<file path="src/rtl/spi_pkg.sv">
// -----------------------------------------------------------------------------
// spi_pkg
// Shared definitions for the SPI master: FSM state encoding, idle levels of
// the serial lines and a small helper that tells whether the serial clock
// generator should be running in a given state.
// -----------------------------------------------------------------------------
package spi_pkg;

    typedef enum logic [2:0] {
        ST_IDLE  = 3'd0,
        ST_SETUP = 3'd1,
        ST_XFER  = 3'd2,
        ST_HOLD  = 3'd3,
        ST_RESP  = 3'd4
    } spi_state_e;

    localparam logic SCK_IDLE  = 1'b0;
    localparam logic MOSI_IDLE = 1'b1;
    localparam logic SS_IDLE   = 1'b1;

    // The divider runs while the frame is open (ss_n low).
    function automatic logic frame_active(input spi_state_e st);
        logic act;
        case (st)
            ST_SETUP: act = 1'b1;
            ST_XFER:  act = 1'b1;
            ST_HOLD:  act = 1'b1;
            default:  act = 1'b0;
        endcase
        return act;
    endfunction

endpackage

</file>
<file path="src/rtl/spi_clkgen.sv">
// -----------------------------------------------------------------------------
// spi_clkgen
// Serial clock divider. Counts DIV clk cycles per sck half-period while
// enabled and toggles sck at the end of each half-period when toggling is
// allowed. Disabled, it parks the counter at 0 and sck at its idle level.
//
// Ports:
//   clk, rst_n    system clock, asynchronous active-low reset
//   en_i          run the half-period counter
//   toggle_en_i   allow sck to toggle at the end of a half-period
//   sck_o         registered serial clock level
//   tick_o        last cycle of the current half-period
//   rise_o        first cycle in which sck is high (sampling cycle)
//   fall_o        last cycle of a high phase; sck falls at the next edge
// -----------------------------------------------------------------------------
module spi_clkgen
    import spi_pkg::*;
#(
    parameter int DIV = 2
) (
    input  logic clk,
    input  logic rst_n,
    input  logic en_i,
    input  logic toggle_en_i,
    output logic sck_o,
    output logic tick_o,
    output logic rise_o,
    output logic fall_o
);

    localparam int CNT_W = (DIV > 1) ? $clog2(DIV) : 1;
    localparam logic [CNT_W-1:0] CNT_LAST = CNT_W'(DIV - 1);

    logic [CNT_W-1:0] cnt_q, cnt_d;
    logic             sck_q, sck_d;
    logic             tick_s;

    assign tick_s = en_i && (cnt_q == CNT_LAST);

    // Next-state logic for the half-period counter and the sck level.
    always_comb begin
        cnt_d = cnt_q;
        sck_d = sck_q;
        if (!en_i) begin
            cnt_d = '0;
            sck_d = SCK_IDLE;
        end else if (tick_s) begin
            cnt_d = '0;
            if (toggle_en_i) begin
                sck_d = ~sck_q;
            end else begin
                sck_d = sck_q;
            end
        end else begin
            cnt_d = cnt_q + CNT_W'(1);
        end
    end

    // Divider state registers.
    always_ff @(posedge clk or negedge rst_n) begin
        if (!rst_n) begin
            cnt_q <= '0;
            sck_q <= SCK_IDLE;
        end else begin
            cnt_q <= cnt_d;
            sck_q <= sck_d;
        end
    end

    assign sck_o  = sck_q;
    assign tick_o = tick_s;
    assign rise_o = en_i && sck_q && (cnt_q == '0);
    assign fall_o = tick_s && toggle_en_i && sck_q;

endmodule

</file>
<file path="src/rtl/spi_master.sv">
// -----------------------------------------------------------------------------
// spi_master
// SPI master (mode 0: sck idles low, sample on rising, shift on falling).
// Accepts a request over a valid/ready handshake, frames it with ss_n, shifts
// up to MAX_LEN bits out on mosi while capturing miso, and returns the
// received word over a valid/ready response channel.
//
// Ports:
//   clk, rst_n                 system clock, asynchronous active-low reset
//   req_valid/req_ready        request handshake
//   req_data, req_len          transmit bits (right-aligned) and bit count
//   req_lsb_first              1: bit 0 first, 0: bit len-1 first
//   rsp_valid/rsp_ready        response handshake
//   rsp_data                   received bits, right-aligned, upper bits zero
//   sck, ss_n, mosi, miso      SPI bus
// -----------------------------------------------------------------------------
module spi_master
    import spi_pkg::*;
#(
    parameter int MAX_LEN = 64,
    parameter int DIV     = 2,
    parameter int LEN_W   = $clog2(MAX_LEN) + 1
) (
    input  logic               clk,
    input  logic               rst_n,
    input  logic               req_valid,
    output logic               req_ready,
    input  logic [MAX_LEN-1:0] req_data,
    input  logic [LEN_W-1:0]   req_len,
    input  logic               req_lsb_first,
    output logic               rsp_valid,
    input  logic               rsp_ready,
    output logic [MAX_LEN-1:0] rsp_data,
    output logic               sck,
    output logic               ss_n,
    output logic               mosi,
    input  logic               miso
);

    localparam int IDX_W = $clog2(MAX_LEN);
    localparam int GAP_W = $clog2(DIV + 1);
    localparam logic [LEN_W-1:0] LEN_MAX  = LEN_W'(MAX_LEN);
    localparam logic [GAP_W-1:0] GAP_LOAD = GAP_W'(DIV);

    spi_state_e         state_q, state_d;
    logic [LEN_W-1:0]   len_q, len_d;
    logic               lsb_q, lsb_d;
    logic [LEN_W-1:0]   bit_cnt_q, bit_cnt_d;
    logic [MAX_LEN-1:0] tx_q, tx_d;
    logic [MAX_LEN-1:0] rx_q, rx_d;
    logic [MAX_LEN-1:0] rsp_data_q, rsp_data_d;
    logic               rsp_valid_q, rsp_valid_d;
    logic               req_ready_q, req_ready_d;
    logic               ss_n_q, ss_n_d;
    logic               mosi_q, mosi_d;
    logic [GAP_W-1:0]   gap_q, gap_d;

    logic               handshake_s;
    logic               last_bit_s;
    logic [LEN_W-1:0]   len_clamp_s;
    logic [MAX_LEN-1:0] tx_align_s;
    logic [MAX_LEN-1:0] tx_shift_s;
    logic               tx_head_s;
    logic [IDX_W-1:0]   rx_pos_s;
    logic               sck_s, tick_s, rise_s, fall_s;

    spi_clkgen #(.DIV(DIV)) u_clkgen (
        .clk         (clk),
        .rst_n       (rst_n),
        .en_i        (frame_active(state_q)),
        .toggle_en_i ((state_q == ST_SETUP) || (state_q == ST_XFER)),
        .sck_o       (sck_s),
        .tick_o      (tick_s),
        .rise_o      (rise_s),
        .fall_o      (fall_s)
    );

    assign handshake_s = req_valid && req_ready_q;
    assign last_bit_s  = (bit_cnt_q == (len_q - LEN_W'(1)));

    // Request decode and shift-register helpers.
    always_comb begin
        if (req_len > LEN_MAX) begin
            len_clamp_s = LEN_MAX;
        end else begin
            len_clamp_s = req_len;
        end
        // MSB-first frames are pre-aligned so the first bit sits at the top.
        if (req_lsb_first) begin
            tx_align_s = req_data;
        end else begin
            tx_align_s = req_data << (LEN_MAX - len_clamp_s);
        end
        if (lsb_q) begin
            tx_shift_s = {1'b0, tx_q[MAX_LEN-1:1]};
            tx_head_s  = tx_shift_s[0];
            rx_pos_s   = bit_cnt_q[IDX_W-1:0];
        end else begin
            tx_shift_s = {tx_q[MAX_LEN-2:0], 1'b0};
            tx_head_s  = tx_shift_s[MAX_LEN-1];
            // Modulo arithmetic keeps len = MAX_LEN correct in IDX_W bits.
            rx_pos_s   = len_q[IDX_W-1:0] - IDX_W'(1) - bit_cnt_q[IDX_W-1:0];
        end
    end

    // FSM state register.
    always_ff @(posedge clk or negedge rst_n) begin
        if (!rst_n) begin
            state_q <= ST_IDLE;
        end else begin
            state_q <= state_d;
        end
    end

    // FSM next-state logic.
    always_comb begin
        state_d = state_q;
        case (state_q)
            ST_IDLE: begin
                if (handshake_s) begin
                    state_d = (len_clamp_s == '0) ? ST_RESP : ST_SETUP;
                end else begin
                    state_d = ST_IDLE;
                end
            end
            ST_SETUP: state_d = tick_s ? ST_XFER : ST_SETUP;
            ST_XFER:  state_d = (fall_s && last_bit_s) ? ST_HOLD : ST_XFER;
            ST_HOLD:  state_d = tick_s ? ST_RESP : ST_HOLD;
            ST_RESP:  state_d = rsp_ready ? ST_IDLE : ST_RESP;
            default:  state_d = ST_IDLE;
        endcase
    end

    // FSM output / datapath next-value logic.
    always_comb begin
        len_d       = len_q;
        lsb_d       = lsb_q;
        bit_cnt_d   = bit_cnt_q;
        tx_d        = tx_q;
        rx_d        = rx_q;
        rsp_data_d  = rsp_data_q;
        rsp_valid_d = rsp_valid_q;
        ss_n_d      = ss_n_q;
        mosi_d      = mosi_q;
        gap_d       = gap_q;
        case (state_q)
            ST_IDLE: begin
                if (gap_q != '0) begin
                    gap_d = gap_q - GAP_W'(1);
                end else begin
                    gap_d = gap_q;
                end
                if (handshake_s) begin
                    len_d     = len_clamp_s;
                    lsb_d     = req_lsb_first;
                    bit_cnt_d = '0;
                    rx_d      = '0;
                    tx_d      = tx_align_s;
                    if (len_clamp_s == '0) begin
                        rsp_data_d  = '0;
                        rsp_valid_d = 1'b1;
                    end else begin
                        ss_n_d = 1'b0;
                        mosi_d = req_lsb_first ? tx_align_s[0] : tx_align_s[MAX_LEN-1];
                    end
                end else begin
                    len_d = len_q;
                end
            end
            ST_XFER: begin
                if (rise_s) begin
                    rx_d[rx_pos_s] = miso;
                end else begin
                    rx_d = rx_q;
                end
                if (fall_s) begin
                    bit_cnt_d = bit_cnt_q + LEN_W'(1);
                    if (!last_bit_s) begin
                        tx_d   = tx_shift_s;
                        mosi_d = tx_head_s;
                    end else begin
                        tx_d = tx_q;
                    end
                end else begin
                    bit_cnt_d = bit_cnt_q;
                end
            end
            ST_HOLD: begin
                if (tick_s) begin
                    ss_n_d      = SS_IDLE;
                    mosi_d      = MOSI_IDLE;
                    rsp_data_d  = rx_q;
                    rsp_valid_d = 1'b1;
                end else begin
                    ss_n_d = ss_n_q;
                end
            end
            ST_RESP: begin
                if (rsp_ready) begin
                    rsp_valid_d = 1'b0;
                    gap_d       = GAP_LOAD;
                end else begin
                    rsp_valid_d = 1'b1;
                end
            end
            default: begin
                ss_n_d = ss_n_q;
            end
        endcase
        req_ready_d = (state_d == ST_IDLE) && (gap_d == '0);
    end

    // Datapath and output registers.
    always_ff @(posedge clk or negedge rst_n) begin
        if (!rst_n) begin
            len_q       <= '0;
            lsb_q       <= 1'b0;
            bit_cnt_q   <= '0;
            tx_q        <= '0;
            rx_q        <= '0;
            rsp_data_q  <= '0;
            rsp_valid_q <= 1'b0;
            req_ready_q <= 1'b1;
            ss_n_q      <= SS_IDLE;
            mosi_q      <= MOSI_IDLE;
            gap_q       <= '0;
        end else begin
            len_q       <= len_d;
            lsb_q       <= lsb_d;
            bit_cnt_q   <= bit_cnt_d;
            tx_q        <= tx_d;
            rx_q        <= rx_d;
            rsp_data_q  <= rsp_data_d;
            rsp_valid_q <= rsp_valid_d;
            req_ready_q <= req_ready_d;
            ss_n_q      <= ss_n_d;
            mosi_q      <= mosi_d;
            gap_q       <= gap_d;
        end
    end

    assign req_ready = req_ready_q;
    assign rsp_valid = rsp_valid_q;
    assign rsp_data  = rsp_data_q;
    assign sck       = sck_s;
    assign ss_n      = ss_n_q;
    assign mosi      = mosi_q;

endmodule

</file>
<file path="config.mk">
export PLATFORM = sky130hd
export DESIGN_NAME = spi_master
export DESIGN_NICKNAME = d
export VERILOG_FILES = /design/src/rtl/spi_pkg.sv /design/src/rtl/spi_clkgen.sv /design/src/rtl/spi_master.sv
export SDC_FILE = /design/constraint.sdc
export NUM_CORES = 1
export LEC_CHECK = 0
export ABC_AREA = 1
export BUFFER_PORTS_ARGS = -buffer_cell sky130_fd_sc_hd__buf_2
export CAP_MARGIN = 40
export CORE_MARGIN = 3
export CORE_UTILIZATION = 55
export DETAILED_ROUTE_END_ITERATION = 6
export PLACE_DENSITY = 0.75
export SETUP_SLACK_MARGIN = 0.5
export SYNTH_ARGS = -nofsm -noshare
export SYNTH_HDL_FRONTEND = slang
export SYNTH_HIERARCHICAL = 1
export SYNTH_SLANG_ARGS = --single-unit
</file>
<file path="constraint.sdc">
create_clock -name clk -period 2.5 [get_ports clk]
set_input_delay 0.25 -clock clk [delete_from_list [all_inputs] [get_ports clk]]
set_output_delay 0.25 -clock clk [all_outputs]
set_load 0.01 [all_outputs]
</file>
==> flow_summary.yaml, run 1 <==
cts:
  clockBufferDepth: 3
  htreeDepth: 1
  numCtsBuffers: 23
  root_buffer: "clkbuf_16"
  cts_sinks: 218
placed_design:
  dp_cells: 2967
  place.port_buffers: 145
  dp_hpwl_mm: 46.15
  gp_congestion: 1.054
  pre_cts_ws_ns: -0.1488
synthesis:
  synth-async-reset-ratio_pct: 100.0
  yosys.cell_types.count: 44
  yosysSeqAreaShare_pct: 35.11
  synth-main-ff-cell: "dfrtp_1"
  syn_area_sq_um: 15550
  yosysWarnings: 6
  synth-seq-cells: 218
  synth_edf_count: 0
  syn-num-nets: 2499
  postSynthAreaPerCell_sq_um: 6.443
  syn_inst: 2413
grt:
  grt_usage_pct: 71.84
  grt_max_degree: 67
  gr-total-overflow: 7
  antenna_found_initial: 11
run_status:
  haltStage: "global routing"
  firstError: "[ERROR GRT-0232] Routing congestion too high. Check the congestion heatmap in the GUI."
  status: "aborted with a tool error"
die:
  die_h_um: 174.1
  die_w_um: 174.1
  fp-row-count: 60
  ios: 146
  floorplan.initialDensity_pct: 56.74
timing:
  worstEndpointType: "register data pin"
  worst_endpoint: "rx_q[19]$_DFFE_PN0P_/D"
-- Yosys cell counts, types with 8 or more instances --
| cell | count | share of area (%) |
|---|---|---|
| buf_4 | 8 | 0.39 |
| dfrtp_1 | 215 | 35 |
| nand3b_1 | 10 | 0.48 |
| nand4_1 | 45 | 1.8 |
| o211ai_1 | 27 | 1.3 |
| o22ai_1 | 127 | 5.1 |
| nor2_1 | 136 | 3.3 |
| inv_1 | 235 | 5.7 |
| buf_1 | 13 | 0.31 |
| inv_2 | 10 | 0.24 |
| nor3_1 | 8 | 0.26 |
| ha_1 | 8 | 0.64 |
| clkbuf_1 | 86 | 2.1 |
| nand2_1 | 709 | 17 |
| buf_2 | 55 | 1.8 |
| o21ai_1 | 22 | 0.71 |
| o21ai_0 | 149 | 4.8 |
| a21oi_1 | 62 | 2.0 |
| nand3_1 | 425 | 14 |
-- logic make-up after synthesis --
group,after synthesis,synth area share (%)
buffers and inverters,411,10.66
xor gates and xnor gates,13,0.7807
adders and majority gates,9,0.7727
DFF,218,35.11
and+or+nand+nor,1357,37.81
AOI/OAI and AO/OA,405,14.87
-- timing repair --
item	4_1_cts
setup buffers	42
cloned	10
gates resized for setup	226
pin swaps	42
endpoints found under the hold margin	53
endpoints found under the setup margin	201
hold buffers	1
-- metal layers --
metal  global-route usage, %  GRT overflow
met1                   70.63             0
met3                   59.44             1
met4                   69.30             3
met5                   31.09             2
met2                   87.94             1
-- metrics by stage --
stage	utilization [%]	area, sq um	hold slack [ns]	setup TNS [ns]
2_1_floorplan	-	15780	-0.04559	0
3_3_place_gp	65.62	17980	0.2511	-0.9287
3_5_place_dp	65.62	17980	0.2559	-4.009
4_1_cts	73.29	20080	0.06254	-0.0006377
==> inputs of run 2 (changes only) <==
--- a/config.mk
+++ b/config.mk
@@ -9,10 +9,9 @@
 export BUFFER_PORTS_ARGS = -buffer_cell sky130_fd_sc_hd__buf_2
 export CAP_MARGIN = 40
 export CORE_MARGIN = 3
-export CORE_UTILIZATION = 55
+export CORE_UTILIZATION = 40
 export DETAILED_ROUTE_END_ITERATION = 6
-export PLACE_DENSITY = 0.75
-export SETUP_SLACK_MARGIN = 0.5
+export PLACE_DENSITY_LB_ADDON = 0.15
 export SYNTH_ARGS = -nofsm -noshare
 export SYNTH_HDL_FRONTEND = slang
 export SYNTH_HIERARCHICAL = 1
==> constraint.sdc (replaced) <==
create_clock -name clk -period 3.25 [get_ports clk]
set_input_delay 0.325 -clock clk [delete_from_list [all_inputs] [get_ports clk]]
set_output_delay 0.325 -clock clk [all_outputs]
set_load 0.01 [all_outputs]
==> run 2 against run 1 <==
  * The flow now finishes without violations
  * Area after synthesis did not move
  * Synthesized cell count stayed put
==> flow_summary.yaml, run 2 <==
synthesis:
  yosysTopAreaCell: "dfrtp_1"
  postSynthAreaPerCell_sq_um: 6.443
  synth-main-ff-cell: "dfrtp_1"
  synth_common_cells: "nand2_1, nand3_1, inv_1"
  syn_area_sq_um: 15550
  yosys-top-cells-area: "dfrtp_1, nand2_1, nand3_1"
  synth-async-reset-ratio_pct: 100.0
  yosysSeqAreaShare_pct: 35.11
  synth_most_common_cell: "nand2_1"
  syn_inst: 2413
  syn-num-nets: 2499
  synth_top_area_share_pct: 34.61
  yosysWarnings: 6
  yosys.cell_types.count: 44
  synth_edf_count: 0
  synth-seq-cells: 218
grt:
  grt_use_met2_pct: 48.16
  gr-total-overflow: 0
  grt_pass1_wl_mm: 92.94
  grt_util_met1_pct: 35.01
  grt_pass1_vias: 16180
  grt.busiest_layer: "met2"
  antenna_found_initial: 1
  grt_usage_pct: 28.39
  grt_use_met3_pct: 2.490
  grt_max_degree: 98
cts:
  root_buffer: "clkbuf_16"
  numCtsBuffers: 26
  htreeDepth: 1
  clk_pin_slew_ns: 0.06
  clockBufferDepth: 3
  cts_resized: 0
  clk_latency_ns: 0.54
  cts_sinks: 218
  cts_tree: "done"
placed_design:
  pre_cts_ws_ns: 0.2202
  dp_cells: 2952
  dp_hpwl_mm: 44.14
  place.port_buffers: 145
  gp_congestion: 1.004
die:
  die_h_um: 203.1
  ios: 146
  fp-row-count: 71
  floorplan.initialDensity_pct: 40.89
  dieArea_sq_um: 41270
  die_w_um: 203.1
  core-area_sq_um: 38020
drt:
  drt_iter0_drc: 1338
  antenna_left: 0
  drc: 0
  wl_per_cell_um: 19.88
  num_vias: 16750
  totalWireLength_mm: 59.75
  drt-pass1-iter-count: 7
  viasPerCell: 5.574
worst_setup_path:
  r2r_cells: 17
  path_common_cell: "inv_1"
  arrival_ns: 3.34
  cp_num_buf_inv: 5
  cp_max_fo: 5
  cp-startpoint: "bit_cnt_q[0]$_DFFE_PN0P_"
  path_cells: "inv_1 -> ha_1 -> inv_1 -> fa_1 -> or2_1 -> nand2_1 -> nand2_1 -> o21ai_0 -> inv_1 -> nor2_1 -> inv_1 -> nor2_1 -> inv_1 -> nor2_1 -> o21ai_0 -> nand2_1 -> nand2_1"
  crit_type: "flop to flop"
  cpMaxStageDelayCell: "dfrtp_1"
  r2r-end: "rx_q[42]$_DFFE_PN0P_"
  cp_slowest_stage_delay_ns: 0.41
  worstSetupStartpointType: "flop"
  r2r-start: "bit_cnt_q[0]$_DFFE_PN0P_"
  cp_top_family: "simple AND/OR/NAND/NOR gates"
  rrSetupSlack_ns: 0.33
  end_kind: "flop"
  cp.depth: 17
  required_ns: 3.67
timing:
  fin_skew_ns: 0.01392
  worstMarginPinSlew_ns: 0.7308
  setup_viol_count_final: 0
  rsz0062_at_grt: "false"
  hold_violations: 0
  hold_ws_ns: 0.1146
  final_max_slew_viol_count: 0
  slew_headroom_pct: 51.28
  worst_slack_ns: 0.3332
  tns_ns: 0
  finalCritPeriodShare_pct: 89.75
  max_freq_ghz: 0.3428
  fin_crit_ns: 2.917
hold_path:
  holdCritPathClass: "input pin to flop"
  hold-path-endpoint: "len_q[5]$_DFFE_PN0P_"
  hold_depth: 3
  hp-start: "req_len[5]"
cells_and_area:
  num-fill-cells: 4095
  final_layout_size_suffix_gt1_share_pct: 11.19
  finalNonFillerCells: 3005
  final_common_cell: "nand2_1"
  antenna-diode-count: 0
  area_growth_pct: 13.92
  final_core_util_pct: 46.58
  final_nets: 2560
  mostFrequentLayoutCells: "nand2_1, nand3_1, inv_1"
flow_run:
  drv_cap: 0
pwr:
  power_density_nw_per_um2: 414.8
  ir_drop_mv: 0.2849
  leakagePower_uw: 0.008659
run_status:
  status: "finished clean"
-- run 2: power breakdown --
group / switching, uW / internal, uW
clock network: 1190 / 1860
registers: 4.78 / 2720
logic: 1130 / 437
-- run 2: area by class of cell --
type,instances,area (sq um),area share (%)
multi-input combinational,1784,8464,47.79
inverter,247,927.1,5.235
tap,511,639.4,3.610
clock buffer,39,760.7,4.295
clock inverter,9,136.4,0.7700
timing repair buffer,197,1324,7.474
sequential,218,5459,30.82
-- run 2: routing by layer --
layer	vias to the layer above	wire length (um)
met5	-	10
met3	179	2774
met2	566	28280
met4	2	4447
li1	8166	-
met1	7836	24230
-- run 2: cell families (layout without fill, tap and decap cells) --
logic type | Yosys count | after routing | synth area share (%)
XOR/XNOR | 13 | 13 | 0.7807
AND/OR/NAND/NOR | 1357 | 1357 | 37.81
flip-flops | 218 | 218 | 35.11
AO/OA/AOI/OAI | 405 | 405 | 14.87
buffers and inverters | 411 | 492 | 10.66
adder cells (fa/ha/maj) | 9 | 9 | 0.7727
-- run 2: repair_timing --
action                     in CTS  in global routing
buffers inserted                0                  4
hold buffers                    1                  0
setup endpoints to repair       0                 28
hold endpoints to repair       63                  0
-- run 2: worst max path at each step --
stage / end / slack, ns
after floorplan: tx_q[41]$_DFFE_PN0P_ / 0.31
after global placement: rx_q[52]$_DFFE_PN0P_ / 0.28
after detailed placement: rx_q[54]$_DFFE_PN0P_ / 0.22
after CTS: rx_q[55]$_DFFE_PN0P_ / 0.17
after global routing: rx_q[42]$_DFFE_PN0P_ / 0.002
final: rx_q[42]$_DFFE_PN0P_ / 0.33
-- run 2: worst reg2reg max path, delay by kind of cell (launching register included) --
family | cells | cell delay, ns
fa+ha+maj | 2 | 0.54
buf+inv | 5 | 0.53
flops | 1 | 0.41
compound gates | 2 | 0.22
simple gates | 8 | 1.09
-- run 2: stage by stage --
step | cell area [sq um] | total power [uW]
2_1_floorplan | 15550 | 3737
3_3_place_gp | 16730 | 4327
3_5_place_dp | 16770 | 4315
4_1_cts | 17680 | 7398
5_1_grt | 17710 | 7651
6_report | 17710 | 7346
No activity file was read; power rests on OpenSTA's default activity.
==> inputs of run 3 (changes only) <==
--- a/config.mk
+++ b/config.mk
@@ -12,6 +12,7 @@
 export CORE_UTILIZATION = 40
 export DETAILED_ROUTE_END_ITERATION = 6
 export PLACE_DENSITY_LB_ADDON = 0.15
+export RECOVER_POWER = 50
 export SYNTH_ARGS = -nofsm -noshare
 export SYNTH_HDL_FRONTEND = slang
 export SYNTH_HIERARCHICAL = 1
==> run 3 against run 2 <==
  * The flow now finishes with violations (capacitance limit, slew limit)
  * Critical path depth unchanged
  * Wire length increased by 0.22%
  * Highest routed layer unchanged
  * Clock skew about the same
  * Largest cell class unchanged
==> flow_summary.yaml, run 3 (synthesis results as in run 2) <==
timing:
  finalCritPeriodShare_pct: 90.09
  final_max_slew_viol_count: 66
  rsz0062_at_grt: "false"
  max_freq_ghz: 0.3415
  worstMarginPinSlew_ns: 1.692
  setup_viol_count_final: 0
  slew_headroom_pct: -12.78
  tns_ns: 0
  fin_crit_ns: 2.928
  fin_skew_ns: 0.01401
  hold_violations: 0
worst_setup_path:
  path_cells: "inv_1 -> ha_1 -> inv_1 -> fa_1 -> or2_1 -> nand2_1 -> nand2_1 -> o21ai_0 -> inv_1 -> nor2_1 -> inv_1 -> nor2_1 -> inv_1 -> nor2_1 -> o21ai_0 -> nand2_1 -> nand2_1"
  cpMaxStageDelayCell: "dfrtp_1"
  crit_type: "flop to flop"
  cp_top_family: "simple AND/OR/NAND/NOR gates"
  path_common_cell: "inv_1"
  arrival_ns: 3.36
  cp_num_buf_inv: 5
  required_ns: 3.68
  worstSetupStartpointType: "flop"
  cp_slowest_stage_delay_ns: 0.41
  end_kind: "flop"
  cp_max_fo: 5
cts:
  cts_resized: 0
  htreeDepth: 1
  clockBufferDepth: 3
  root_buffer: "clkbuf_16"
  clk_pin_slew_ns: 0.06
  numCtsBuffers: 26
  clk_latency_ns: 0.54
  cts_tree: "done"
  cts_sinks: 218
grt:
  gr-total-overflow: 0
  grt_pass1_vias: 16180
  grt_usage_pct: 28.39
  antenna_found_initial: 1
  grt_max_degree: 98
  grt_pass1_wl_mm: 92.94
die:
  dieArea_sq_um: 41270
  floorplan.initialDensity_pct: 40.89
  ios: 146
  die_h_um: 203.1
  die_w_um: 203.1
  core-area_sq_um: 38020
  fp-row-count: 71
run_status:
  status: "finished with violations"
  failed_checks: "capacitance limit, slew limit"
drt:
  drc: 0
  drt_iter0_drc: 1316
  antenna_left: 0
  wl_per_cell_um: 19.93
  drt-pass1-iter-count: 7
  totalWireLength_mm: 59.88
  num_vias: 16690
  viasPerCell: 5.554
placed_design:
  place.port_buffers: 145
  dp_hpwl_mm: 44.14
  gp_congestion: 1.004
cells_and_area:
  area_growth_pct: 13.27
  mostFrequentLayoutCells: "nand2_1, nand3_1, inv_1"
  final_core_util_pct: 46.31
  final_nets: 2560
  final_layout_size_suffix_gt1_share_pct: 8.460
  antenna-diode-count: 0
  final_common_cell: "nand2_1"
pwr:
  leakagePower_uw: 0.008585
  ir_drop_mv: 0.2837
  power_density_nw_per_um2: 417.0
hold_path:
  holdCritPathClass: "input pin to flop"
flow_run:
  drv_cap: 1
## run 3: cell types whose count changed in the layout (fill, tap and decap cells not counted), sizes merged
cell / before / now
clkbuf: 39 / 107
buf: 196 / 128
## run 3: worst paths after layout
path	startpoint	to	slack (ns)	depth (start not counted)
max in group asynchronous	rst_n	tx_q[61]$_DFFE_PN0P_	0.67	3
worst max register to register	bit_cnt_q[0]$_DFFE_PN0P_	rx_q[32]$_DFFE_PN0P_	0.32	17
min in group asynchronous	rst_n	rsp_data[15]$_DFFE_PN0P_	0.76	2
worst min register to register	rx_q[49]$_DFFE_PN0P_	rx_q[49]$_DFFE_PN0P_	0.47	2
worst max-delay path	bit_cnt_q[0]$_DFFE_PN0P_	rx_q[32]$_DFFE_PN0P_	0.32	17
worst min-delay path	req_len[5]	len_q[5]$_DFFE_PN0P_	0.12	3
## run 3: layout make-up
class                           count  area (sq um)
Clock inverter                      9         136.4
Inverter                          247         927.1
Fill cell                        4132         20410
Multi-Input combinational cell   1784          8459
Timing Repair Buffer              197          1227
Sequential cell                   218          5459
Tap cell                          511         639.4
Clock buffer                       39         760.7
## run 3: timing repair
item,in CTS,in global routing
setup endpoints to repair,0,28
hold buffers,1,0
buffers inserted,0,4
hold endpoints to repair,63,0
## run 3: tightest hold or removal path: cells and delay by family
family,cells,cell delay (ns)
AOI/OAI and AO/OA,1,0.09
buffers and inverters,2,0.19
## run 3: stage by stage
| step | hold WS (ns) | total power [uW] | cell area [sq um] | std cells | setup slack [ns] |
|---|---|---|---|---|---|
| global route | 0.1316 | 7649 | 17610 | 3005 | 0.002133 |
| detailed placement | 0.3098 | 4315 | 16770 | 2952 | 0.2202 |
| global placement | 0.3045 | 4327 | 16730 | 2950 | 0.2822 |
| CTS | 0.09380 | 7398 | 17680 | 3001 | 0.1653 |
| finish | 0.1153 | 7343 | 17610 | 3005 | 0.3221 |
| floorplan | 0.02941 | 3737 | 15550 | 2413 | 0.3093 |
## run 3: where the power goes
part           leakage (uW)  internal (uW)  switching, uW
sequential          0.00261           2720           4.81
clock              0.000436           1860           1190
combinational       0.00554            435           1130
## run 3: layer usage
metal / track usage, % / routed length, um / part of all wire [%] / up-vias
li1: - / - / - / 8165
met1: 35.01 / 24470 / 41 / 7809
met2: 48.16 / 28330 / 47 / 545
met3: 2.490 / 2676 / 4.5 / 170
met4: 17.72 / 4388 / 7.3 / 2
met5: 0 / 10 / 0.017 / -
